$ cat src/rtl/fbr_pkg.sv
// Shared types and constants for the frame-buffer read path (framebuf_reader).
package fbr_pkg;

  typedef struct packed {
    logic [3:0] r;
    logic [3:0] g;
    logic [3:0] b;
  } rgb444_t;

  localparam int SCR_W = 640;
  localparam int SCR_H = 480;

  // Bar order left to right: white, yellow, cyan, green, magenta, red, blue, black.
  localparam rgb444_t BAR_COLOURS [8] = '{
    '{4'hF, 4'hF, 4'hF},
    '{4'hF, 4'hF, 4'h0},
    '{4'h0, 4'hF, 4'hF},
    '{4'h0, 4'hF, 4'h0},
    '{4'hF, 4'h0, 4'hF},
    '{4'hF, 4'h0, 4'h0},
    '{4'h0, 4'h0, 4'hF},
    '{4'h0, 4'h0, 4'h0}
  };

endpackage

$ cat src/rtl/fbr_delay_line.sv
// Fixed-depth shift register with an asynchronous reset value; aligns side-band
// signals with the frame-buffer read pipeline.
module fbr_delay_line
  import fbr_pkg::*;
#(
  parameter int          W       = 1,
  parameter int          D       = 1,
  parameter logic [W-1:0] RST_VAL = '0
) (
  input  logic         clk,
  input  logic         rst_n,
  input  logic [W-1:0] i_d,
  output logic [W-1:0] o_q
);

  logic [W-1:0] r_sr [D];

  always_ff @(posedge clk or negedge rst_n) begin
    if (!rst_n) begin
      for (int i = 0; i < D; i++) r_sr[i] <= RST_VAL;
    end else begin
      r_sr[0] <= i_d;
      for (int i = 1; i < D; i++) r_sr[i] <= r_sr[i-1];
    end
  end

  assign o_q = r_sr[D-1];

endmodule

$ cat src/rtl/framebuf_reader.sv
// 640x480 -> 320x240 frame-buffer reader with 2x pixel/line doubling and sync re-timing.
// Optional colour-bar generator enabled by defining FBR_TEST_PATTERN_EN (adds tp_sel).
module framebuf_reader
  import fbr_pkg::*;
#(
  parameter int   SRC_W     = 320,
  parameter int   SRC_H     = 240,
  parameter int   ADDR_W    = 17,
  parameter int   PIX_W     = 12,
  parameter int   RAM_LAT   = 1,
  parameter logic VS_ACTIVE = 1'b0
) (
  input  logic              clk,
  input  logic              rst_n,
  input  logic              hs_in,
  input  logic              vs_in,
  input  logic              de_in,
  input  logic [9:0]        draw_x,
  input  logic [9:0]        draw_y,
  output logic [ADDR_W-1:0] rd_addr,
  input  logic [PIX_W-1:0]  rd_data,
  output logic [3:0]        red,
  output logic [3:0]        green,
  output logic [3:0]        blue,
  output logic              hs_out,
  output logic              vs_out,
  output logic              de_out,
`ifdef FBR_TEST_PATTERN_EN
  input  logic              tp_sel,
`endif
  output logic              frame_start
);

  localparam int                L        = RAM_LAT + 2;
  localparam int                ROW_W    = $clog2(SRC_H + 1);
  localparam logic [9:0]        SRC_W_C  = 10'(SRC_W);
  localparam logic [ROW_W-1:0]  SRC_H_C  = ROW_W'(SRC_H);
  localparam logic [ADDR_W-1:0] ROW_STEP = ADDR_W'(SRC_W);

  logic              r_vs_prev, r_de_prev, r_line_phase, r_frame_ok, r_frame_start;
  logic [ROW_W-1:0]  r_row_idx;
  logic [ADDR_W-1:0] r_row_base;
  logic [ADDR_W-1:0] r_rd_addr_a;
  logic              r_in_src_a;
  rgb444_t           r_pix_b;

  logic              w_vs_edge, w_de_fall, w_row_ok, w_in_src, w_in_src_b;
  logic [8:0]        w_col;
  logic [ADDR_W-1:0] w_addr;
  logic [2:0]        w_sync_d;
  rgb444_t           w_pix;
  logic              w_unused;

  // Row position is derived from line count, so draw_y only serves as a debug aid upstream.
  assign w_unused  = ^{draw_y, draw_x[0]};

  assign w_col     = draw_x[9:1];
  assign w_vs_edge = (vs_in == VS_ACTIVE) && (r_vs_prev != VS_ACTIVE);
  assign w_de_fall = r_de_prev & ~de_in;
  assign w_row_ok  = r_row_idx < SRC_H_C;
  assign w_in_src  = r_frame_ok & de_in & ({1'b0, w_col} < SRC_W_C) & w_row_ok;
  assign w_addr    = r_row_base + ADDR_W'(w_col);

  // Frame reset has priority over the end-of-line row advance.
  always_ff @(posedge clk or negedge rst_n) begin
    if (!rst_n) begin
      r_vs_prev     <= ~VS_ACTIVE;
      r_de_prev     <= 1'b0;
      r_frame_start <= 1'b0;
      r_frame_ok    <= 1'b0;
      r_line_phase  <= 1'b0;
      r_row_idx     <= '0;
      r_row_base    <= '0;
    end else begin
      r_vs_prev     <= vs_in;
      r_de_prev     <= de_in;
      r_frame_start <= w_vs_edge;
      if (w_vs_edge) begin
        r_frame_ok   <= 1'b1;
        r_line_phase <= 1'b0;
        r_row_idx    <= '0;
        r_row_base   <= '0;
      end else if (w_de_fall) begin
        r_line_phase <= ~r_line_phase;
        if (r_line_phase && w_row_ok) begin
          r_row_base <= r_row_base + ROW_STEP;
          r_row_idx  <= r_row_idx + ROW_W'(1);
        end
      end
    end
  end

  // Stage A: address issue; out-of-source cycles keep the last valid address.
  always_ff @(posedge clk or negedge rst_n) begin
    if (!rst_n) begin
      r_rd_addr_a <= '0;
      r_in_src_a  <= 1'b0;
    end else begin
      r_in_src_a <= w_in_src;
      if (w_in_src) r_rd_addr_a <= w_addr;
    end
  end

  fbr_delay_line #(.W(1), .D(RAM_LAT), .RST_VAL(1'b0)) u_src_dly (
    .clk   (clk),
    .rst_n (rst_n),
    .i_d   (r_in_src_a),
    .o_q   (w_in_src_b)
  );

  fbr_delay_line #(.W(3), .D(L), .RST_VAL({~VS_ACTIVE, ~VS_ACTIVE, 1'b0})) u_sync_dly (
    .clk   (clk),
    .rst_n (rst_n),
    .i_d   ({hs_in, vs_in, de_in}),
    .o_q   (w_sync_d)
  );

`ifdef FBR_TEST_PATTERN_EN
  logic [3:0] w_tp_b;

  fbr_delay_line #(.W(4), .D(L - 1), .RST_VAL(4'd0)) u_tp_dly (
    .clk   (clk),
    .rst_n (rst_n),
    .i_d   ({tp_sel, draw_x[9:7]}),
    .o_q   (w_tp_b)
  );

  assign w_pix = w_tp_b[3] ? BAR_COLOURS[w_tp_b[2:0]] : rgb444_t'(rd_data);
`else
  assign w_pix = rgb444_t'(rd_data);
`endif

  // Stage B: colour register, blanked outside the active source area.
  always_ff @(posedge clk or negedge rst_n) begin
    if (!rst_n) r_pix_b <= '0;
    else        r_pix_b <= w_in_src_b ? w_pix : '0;
  end

  assign rd_addr     = r_rd_addr_a;
  assign red         = r_pix_b.r;
  assign green       = r_pix_b.g;
  assign blue        = r_pix_b.b;
  assign hs_out      = w_sync_d[2];
  assign vs_out      = w_sync_d[1];
  assign de_out      = w_sync_d[0];
  assign frame_start = r_frame_start;

endmodule

$ cat config.mk
export PLATFORM = sky130hd
export DESIGN_NAME = framebuf_reader
export DESIGN_NICKNAME = d
export VERILOG_FILES = /design/src/rtl/fbr_pkg.sv /design/src/rtl/fbr_delay_line.sv /design/src/rtl/framebuf_reader.sv
export SDC_FILE = /design/constraint.sdc
export NUM_CORES = 1
export LEC_CHECK = 0
export ABC_AREA = 1
export BUFFER_PORTS_ARGS = -buffer_cell sky130_fd_sc_hd__buf_2
export CORE_ASPECT_RATIO = 0.6
export CORE_UTILIZATION = 53
export DETAILED_ROUTE_END_ITERATION = 8
export GPL_ROUTABILITY_DRIVEN = 0
export HOLD_SLACK_MARGIN = 0.06
export PLACE_DENSITY = 0.77
export SLEW_MARGIN = 30
export SYNTH_ARGS = -nofsm -noshare
export SYNTH_HDL_FRONTEND = slang
export SYNTH_SLANG_ARGS = --single-unit
$ cat constraint.sdc
create_clock -name clk -period 1.85 [get_ports clk]
set_input_delay 0.0925 -clock clk [delete_from_list [all_inputs] [get_ports clk]]
set_output_delay 0.0925 -clock clk [all_outputs]
set_load 0.05 [all_outputs]
======== Word level (Yosys, flattened, before mapping) ========
Cells that the tools add are included.
operators by class
  multiply operators ...................... 0
  bitwise operators ....................... 7
  $lt $le $gt $ge ......................... 2
  add/sub/neg operators ................... 3
  reduce and logical (&&, ||, !) cells .... 5
  multiplexer cells ....................... 9
  divide/modulo/power cells ............... 0
  shifts and indexed selects .............. 0
  equal/unequal tests ..................... 0
operator list
  operator                                                          count
  17-bit two-way mux                                                3
  8-bit two-way mux                                                 3
  17-bit by 9-bit adder with 17-bit output                          1
  17-bit by 9-bit adder with 17-bit output (second input constant)  1
  12-bit two-way mux                                                1
  9-bit less-than comparator (second input constant)                1
  8-bit by 1-bit adder with 8-bit output (second input constant)    1
  8-bit less-than comparator (second input constant)                1
  1-bit bitwise AND                                                 4
  2-bit nonzero test                                                2
  1-bit inverter                                                    3
  1-bit logical AND                                                 2
  1-bit two-way mux                                                 2
  2-bit AND reduction                                               1
storage, ports and cells
  RAM bits ................................ 0
  input bits .............................. 37
  bits in latches ......................... 0
  memories ................................ 0
  register bits after elaboration ......... 70
  logic and storage cells ................. 42
  bits in read-only memories .............. 0

======== Logic depth before layout (Yosys ltp) ========
Gate-level depths: netlist of the first run.
  depth in word-level cells ............... 5
  gate-level depth with buffers ........... 9
  depth with buffers taken out ............ 9

======== By module ========
A second synthesis of the first run with hierarchy kept.
unflattened totals
  cells, all modules ...................... 339
  area total of the unflattened synthesis .. 2915.3 sq um
modules (own cells, without submodules)
  module                       sequential area each (sq um)  cells each  instances  area an instance (sq um)
  framebuf_reader              1352.5                        326         1          2635.0
  fbr_delay_line (u_sync_dly)  232.7                         12          1          255.2
  fbr_delay_line (u_src_dly)   25.0                          1           1          25.0

======== Worst setup path before layout of the first run ========
Ideal clock, no wire load.
  path kind ............................... register to register
  from .................................... reg r_row_base[7]
  to ...................................... reg r_rd_addr_a[14] (netlist: rd_addr[14])
  period minus slack after synthesis ...... 1.362 ns
  buffers on the path ..................... 0
  data required time ...................... 1.732 ns
  slack ................................... 0.488 ns
  stages on the path, launching flop included .. 9
  data arrival time ....................... 1.245 ns
  cell sequence ........................... dfrtp_1 -> ha_1 -> a21o_1 -> nand2_1 -> nand2_2 -> nand2_1 -> nand2_1 -> nand3_1 -> nand2_1
between the ends
  longest elaborated chain between the ends .. 1
ends and longest elaborated chain
  item                                      line                    text
  start: declaration                        framebuf_reader.sv:42   logic [ADDR_W-1:0] r_row_base;
  start signal: assignment                  framebuf_reader.sv:86   r_row_base <= r_row_base + ROW_STEP;
  17-bit by 9-bit adder with 17-bit output  framebuf_reader.sv:62   assign w_addr = r_row_base + ADDR_W'(w_col);
  end signal: assignment                    framebuf_reader.sv:100  if (w_in_src) r_rd_addr_a <= w_addr;
  end: declaration                          framebuf_reader.sv:43   logic [ADDR_W-1:0] r_rd_addr_a;
No other way between the ends.
A chain may end at the register's enable or synchronous reset.

======== Worst setup path after layout of the first run ========
  from .................................... reg r_row_base[8]
  to ...................................... reg r_rd_addr_a[15] (netlist: rd_addr[15])
Same word-level chain as after synthesis.

==> results.cfg, run 1 <==
[layout]
num-fill-cells = 376
fin_nets = 462
diodes = 0
area_delta_synth_final_pct = 26.84
fin_cells = 491
drive_gt1_share_pct = 25.41

[job]
max_cap_viol_count = 0

[timing]
setup_violations = 0
slew_viol_final = 0
hold_violations = 0
finClkSkew_ns = 0.008048
worst_slew_pin_slew_ns = 0.5908
min_period_ns = 1.582
rsz0062_at_grt = no
setup_tns_ns = 0
finalCritPeriodShare_pct = 85.52
timing.hold.ws_ns = 0.1103
max_freq_mhz = 632.1
maxSlewHeadroom_pct = 60.61

[placement]
numPortBuffers = 58
hpwl_um = 4107
numPlacedInstances = 453

[critical_path]
required_ns = 2.10
crit_slowest_cell = dfrtp_1
crit_chain = ha_1 > nand3_1 > nand2_1 > nand3_1 > nand2_1 > nand2_1 > o21ai_0
cp_max_fo = 6
worstSetupPathType = flop to flop
cp.arrival_ns = 1.84
start_kind = flop
ff2ff_setup_slack_ns = 0.27
cpMostUsedCell = nand2_1
crit_cells = 7
cp-end-kind = flop
reg2reg_to = rd_addr[15]$_DFFE_PN0P_
critical-path-top-delay-family = simple AND/OR/NAND/NOR gates
ff2ff_path_depth = 7
reg2reg_from = r_row_base[8]$_DFFE_PN0P_
slowest_delay_ns = 0.44
critPathBufInv = 0

[clocking]
cts_buffers = 9
cts_max_path_buffers = 2
cts_tree = done
root_buffer = clkbuf_8
h-tree-depth = 3
clkTransAtPathRegs_ns = 0.07
cts_setup_buffers = 0
post_cts_resized = 0
postCtsHoldBufs = 22
cts.sinks = 62
clk_latency_ns = 0.33

[logic_synthesis]
synth_top_cell_area_share_pct = 48.09
synth_flop_cell = dfrtp_1
yosysTopAreaCell = dfrtp_1
syn_nets = 376
syn_avg_cell_area_um2 = 8.725
synthArstFlopShare_pct = 100.0
synthesis.area_mm2 = 0.002914
ys_seq_area_share_pct = 53.50
ys_seq_elements = 62
synth_cell_types = 32
synthCells = 334
ys_warn_count = 0
synth-edff-count = 0
ys_top_cells_by_area = dfrtp_1, nand2_1, dfstp_2, inv_1, nand3_1

[die]
die_w_um = 97.73
dieArea_mm2 = 0.005808
fp-row-count = 20
io_pins = 70
start_util_pct = 56.26
core-area_mm2 = 0.005180
die_h_um = 59.44

[routing]
drc = 15
routed_via_density = 5.016
drtIter0Drc = 164
avgRoutedWirePerCell_um = 12.85
antenna_left = 0
totalWireLength_um = 6307
vias = 2463
drtPass1Iterations = 6

[power]
pwr-share-seq_pct = 41.8
comb_power_share_pct = 25.2
power_leakage_nw = 2.035
pwr_density_cell_mw_per_mm2 = 1098
intPower_w = 0.002649
clock_power_share_pct = 33.1
swShare_pct = 34.73
vdd_drop_max_mv = 0.6476
p_sw_w = 0.001410
total_power_w = 0.004059

[run_status]
status = finished with violations
violations = design-rule violations

[grt]
overflow = 0
grt_pass1_wl_um = 10590
grt_max_degree = 38
antenna_found_initial = 0
grt_pass1_vias = 2271
grt_util_all_layers_pct = 24.23

[hold_path]
hp-start = draw_x[7]
hp-class = input pin to flop
min_to = rd_addr[6]$_DFFE_PN0P_
holdPathStages = 4
## placed cells by master, fill, tap and decap left out, types with 6 or more instances in the layout
master and count:
dfstp_2 6, nand3_1 28, inv_1 41, dfrtp_1 56, nand4_1 12, buf_2 58, clkbuf_8 10, dlygate4sd3_1 22
nor2_1 16, nand2_1 115, o21ai_2 9, o21ai_0 6
## flip-flops by register name (all words and copies together), names as in the netlist
name and cells:
frame_start 1, r_frame_ok 1, r_in_src_a 1, u_sync_dly.r_sr 6, rd_addr 17, green 4, u_src_dly.o_q 1, u_sync_dly.o_q 3
r_row_base 11, r_row_idx 8, red 4, blue 4, r_line_phase 1
## per-stage QoR
stage / area (um2) / util (%) / setup slack, ns
final: 3696 / 71.35 / 0.2679
after global placement: 3246 / 62.66 / 0.3290
after CTS: 3696 / 71.35 / 0.2615
after floorplan: 2914 / - / 0.4877
after global routing: 3696 / 71.35 / 0.1291
after detailed placement: 3246 / 62.66 / 0.2834
## Yosys cell counts (all sizes together) (3+ instances only)
cell and count:
buf 7, a21oi 4, ha 5, o21ai 15, nand4 12, nand2 120, nor2 18, dfstp 6
inv 44, nand3 31, xnor2 3, nor3 3, dfrtp 56
## power by group through the flow
| stage | combinational, W | sequential, W | clock (W) |
|---|---|---|---|
| after global routing | 0.00112 | 0.00172 | 0.00144 |
| final | 0.00102 | 0.00170 | 0.00134 |
| after CTS | 0.00102 | 0.00169 | 0.00137 |
| after detailed placement | 0.000984 | 0.00172 | 0 |
| after floorplan | 0.000456 | 0.00200 | 0 |
| after global placement | 0.000968 | 0.00171 | 0 |
## cell families (layout without fill, tap and decap cells)
group	after synthesis	after routing	share of synthesized area [%]
AOI/OAI and AO/OA	24	24	5.711
DFF	62	62	53.50
adders and majority gates	5	5	2.147
xor gates and xnor gates	4	4	1.202
buffers and inverters	53	144	8.458
and+or+nand+nor	186	186	28.98
## final cells by class
type	instances	area, um2	area share (%)
Inverter	45	170.2	4.604
Tap cell	66	82.58	2.234
Clock inverter	6	92.59	2.505
Sequential cell	62	1559	42.18
Multi-Input combinational cell	219	1109	29.99
Clock buffer	10	137.6	3.724
Timing Repair Buffer	83	545.5	14.76
## worst register-to-register path, delay by kind of cell (launching register included)
kind	cells	cell delay, ns
adder cells (fa/ha/maj)	1	0.38
flip-flops	1	0.44
AND/OR/NAND/NOR	5	0.54
AO/OA/AOI/OAI	1	0.13
## routing by layer
layer,part of all wire (%),vias up,global-route usage [%]
li1,-,1225,-
met1,47,1146,32.75
met2,45,86,36.88
met3,7.6,6,8.373
met4,0.79,0,8.442
met5,0,-,0
## worst max-delay path by stage
| stage | from | to | slack (ns) |
|---|---|---|---|
| after floorplan | r_row_base[7]$_DFFE_PN0P_ | rd_addr[14]$_DFFE_PN0P_ | 0.49 |
| after global placement | r_row_base[8]$_DFFE_PN0P_ | rd_addr[15]$_DFFE_PN0P_ | 0.33 |
| after detailed placement | r_row_base[8]$_DFFE_PN0P_ | rd_addr[11]$_DFFE_PN0P_ | 0.28 |
| after CTS | r_row_base[8]$_DFFE_PN0P_ | rd_addr[15]$_DFFE_PN0P_ | 0.26 |
| after global routing | r_row_base[8]$_DFFE_PN0P_ | rd_addr[9]$_DFFE_PN0P_ | 0.13 |
| final | r_row_base[8]$_DFFE_PN0P_ | rd_addr[15]$_DFFE_PN0P_ | 0.27 |
No activity file was read; power rests on OpenSTA's default activity.
==> inputs of run 2 (changes only) <==
- CORE_UTILIZATION: 53 -> 55
- CTS_BUF_LIST: default -> sky130_fd_sc_hd__clkbuf_4 sky130_fd_sc_hd__clkbuf_8
- PLACE_DENSITY: 0.77 -> 0.8
==> run 2 against run 1 <==
  * The flow now finishes without violations
  * Setup slack got worse by 0.036 ns
  * Final area fell by 0.81%
  * Power decreased by 4.2%
  * Clock-buffer cell count unchanged
  * Flip-flop and latch count stayed put
  * Largest power group unchanged
==> results.cfg, run 2 (synthesis results as in run 1) <==
[clocking]
root_buffer = clkbuf_8
clk_latency_ns = 0.34
post_cts_resized = 0
cts_buffers = 9
h-tree-depth = 3
clkTransAtPathRegs_ns = 0.07
cts.sinks = 62
cts_max_path_buffers = 2
cts_setup_buffers = 0
cts_tree = done
postCtsHoldBufs = 22

[critical_path]
required_ns = 2.08
critPathLaunch = r_row_base[8]$_DFFE_PN0P_
worstSetupPathType = flop to flop
start_kind = flop
reg2reg_from = r_row_base[8]$_DFFE_PN0P_
cp.arrival_ns = 1.85
cp-end-kind = flop
cp_max_fo = 6

[routing]
drtIter0Drc = 118
totalWireLength_um = 6452
routed_via_density = 5.002
vias = 2461
drc = 0
avgRoutedWirePerCell_um = 13.11
drtPass1Iterations = 4
antenna_left = 0

[grt]
grt_pass1_vias = 2311
grt_util_all_layers_pct = 25.74
grt_max_degree = 34
antenna_found_initial = 0
overflow = 0
grt_pass1_wl_um = 10510

[die]
fp-row-count = 20
io_pins = 70
start_util_pct = 57.36
dieArea_mm2 = 0.005603
die_h_um = 58.38
die_w_um = 95.97
core-area_mm2 = 0.005080

[layout]
final_cell_mix = nand2_1, buf_2, dfrtp_1
diodes = 0
layout_commonest_cell = nand2_1
num-fill-cells = 396
fin_nets = 463
drive_gt1_share_pct = 25.59
area_delta_synth_final_pct = 25.81
largest_reg_flops = 17

[placement]
hpwl_um = 4265
dp_worst_setup_slack_ns = 0.2658
numPortBuffers = 58

[timing]
rsz0062_at_grt = no
slew_viol_final = 0
max_freq_mhz = 617.9
finalCritPeriodShare_pct = 87.49
fin_ws_ns = 0.2315
setup_tns_ns = 0
setup_violations = 0
worst_slew_pin_slew_ns = 0.5439
maxSlewHeadroom_pct = 63.36
min_period_ns = 1.618
hold_violations = 0
finClkSkew_ns = 0.006674

[job]
max_cap_viol_count = 0

[power]
vdd_drop_max_mv = 0.5174
pwr_density_cell_mw_per_mm2 = 1060
power_leakage_nw = 2.031

[hold_path]
hp-class = input pin to async pin

[run_status]
status = completed
run 2: changes by cell type in the layout (fill, tap and decap cells not counted):
cell / previous run / this run
clkinv_2: 1 / 4
buf_4: 2 / 3
bufinv_16: 2 / 1
clkbuf_4: 0 / 1
clkbuf_8: 10 / 9
clkinv_4: 1 / 0
clkinvlp_4: 2 / 1
run 2: metrics by stage:
| stage | hold slack [ns] | area [um2] | total power [W] | cells | utilization, % |
|---|---|---|---|---|---|
| final | 0.1402 | 3666 | 0.003887 | 492 | 72.17 |
| after global routing | 0.1500 | 3666 | 0.004097 | 492 | 72.17 |
| after CTS | 0.1329 | 3666 | 0.003906 | 492 | 72.17 |
| after detailed placement | -0.04060 | 3253 | 0.002713 | 454 | 64.04 |
| after global placement | -0.04430 | 3253 | 0.002679 | 454 | 64.04 |
| after floorplan | -0.2031 | 2914 | 0.002455 | 334 | - |
run 2: worst max-delay path, cell delays in order, from the launching register on:
cell and delay [ns]:
dfrtp_1 0.44, ha_1 0.35, a21oi_1 0.18, nand2_1 0.18, nand2_1 0.16, nand2_1 0.06, nand3_1 0.08, nand2_1 0.06
run 2: layout make-up:
type                    instances  area, um2  area share (%)
clock buffers                  10      131.4           3.584
clock inverters                 6      61.31           1.672
inverters                      45      170.2           4.642
multi-input cells             219       1109           30.24
flip-flops and latches         62       1559           42.53
well taps                      66      82.58           2.253
repair buffers                 84      553.0           15.09
run 2: metal layers:
| layer | up-vias | wire length (um) | track usage (%) |
|---|---|---|---|
| met4 | 0 | 51 | 9.595 |
| met1 | 1153 | 2990 | 33.84 |
| met2 | 81 | 2940 | 41.33 |
| met3 | 5 | 469 | 7.106 |
| met5 | - | 0 | 0 |
| li1 | 1222 | - | - |
run 2: final timing paths:
kind	slack, ns	endpoint	cells past startpoint
min	0.14	green[3]$_DFF_PN0_	2
max	0.23	rd_addr[11]$_DFFE_PN0P_	7
min reg2reg	0.35	u_src_dly.o_q$_DFF_PN0_	0
max reg2reg	0.23	rd_addr[11]$_DFFE_PN0P_	7
max in group asynchronous	1.12	u_sync_dly.r_sr[8]$_DFF_PN1_	3
min in group clk	0.15	rd_addr[6]$_DFFE_PN0P_	4
run 2: report_power, final:
group | switching [W] | leakage (nW) | internal [W]
registers | 0.000159 | 0.791 | 0.00154
clock network | 0.000523 | 0.0999 | 0.000634
logic | 0.000720 | 1.14 | 0.000314
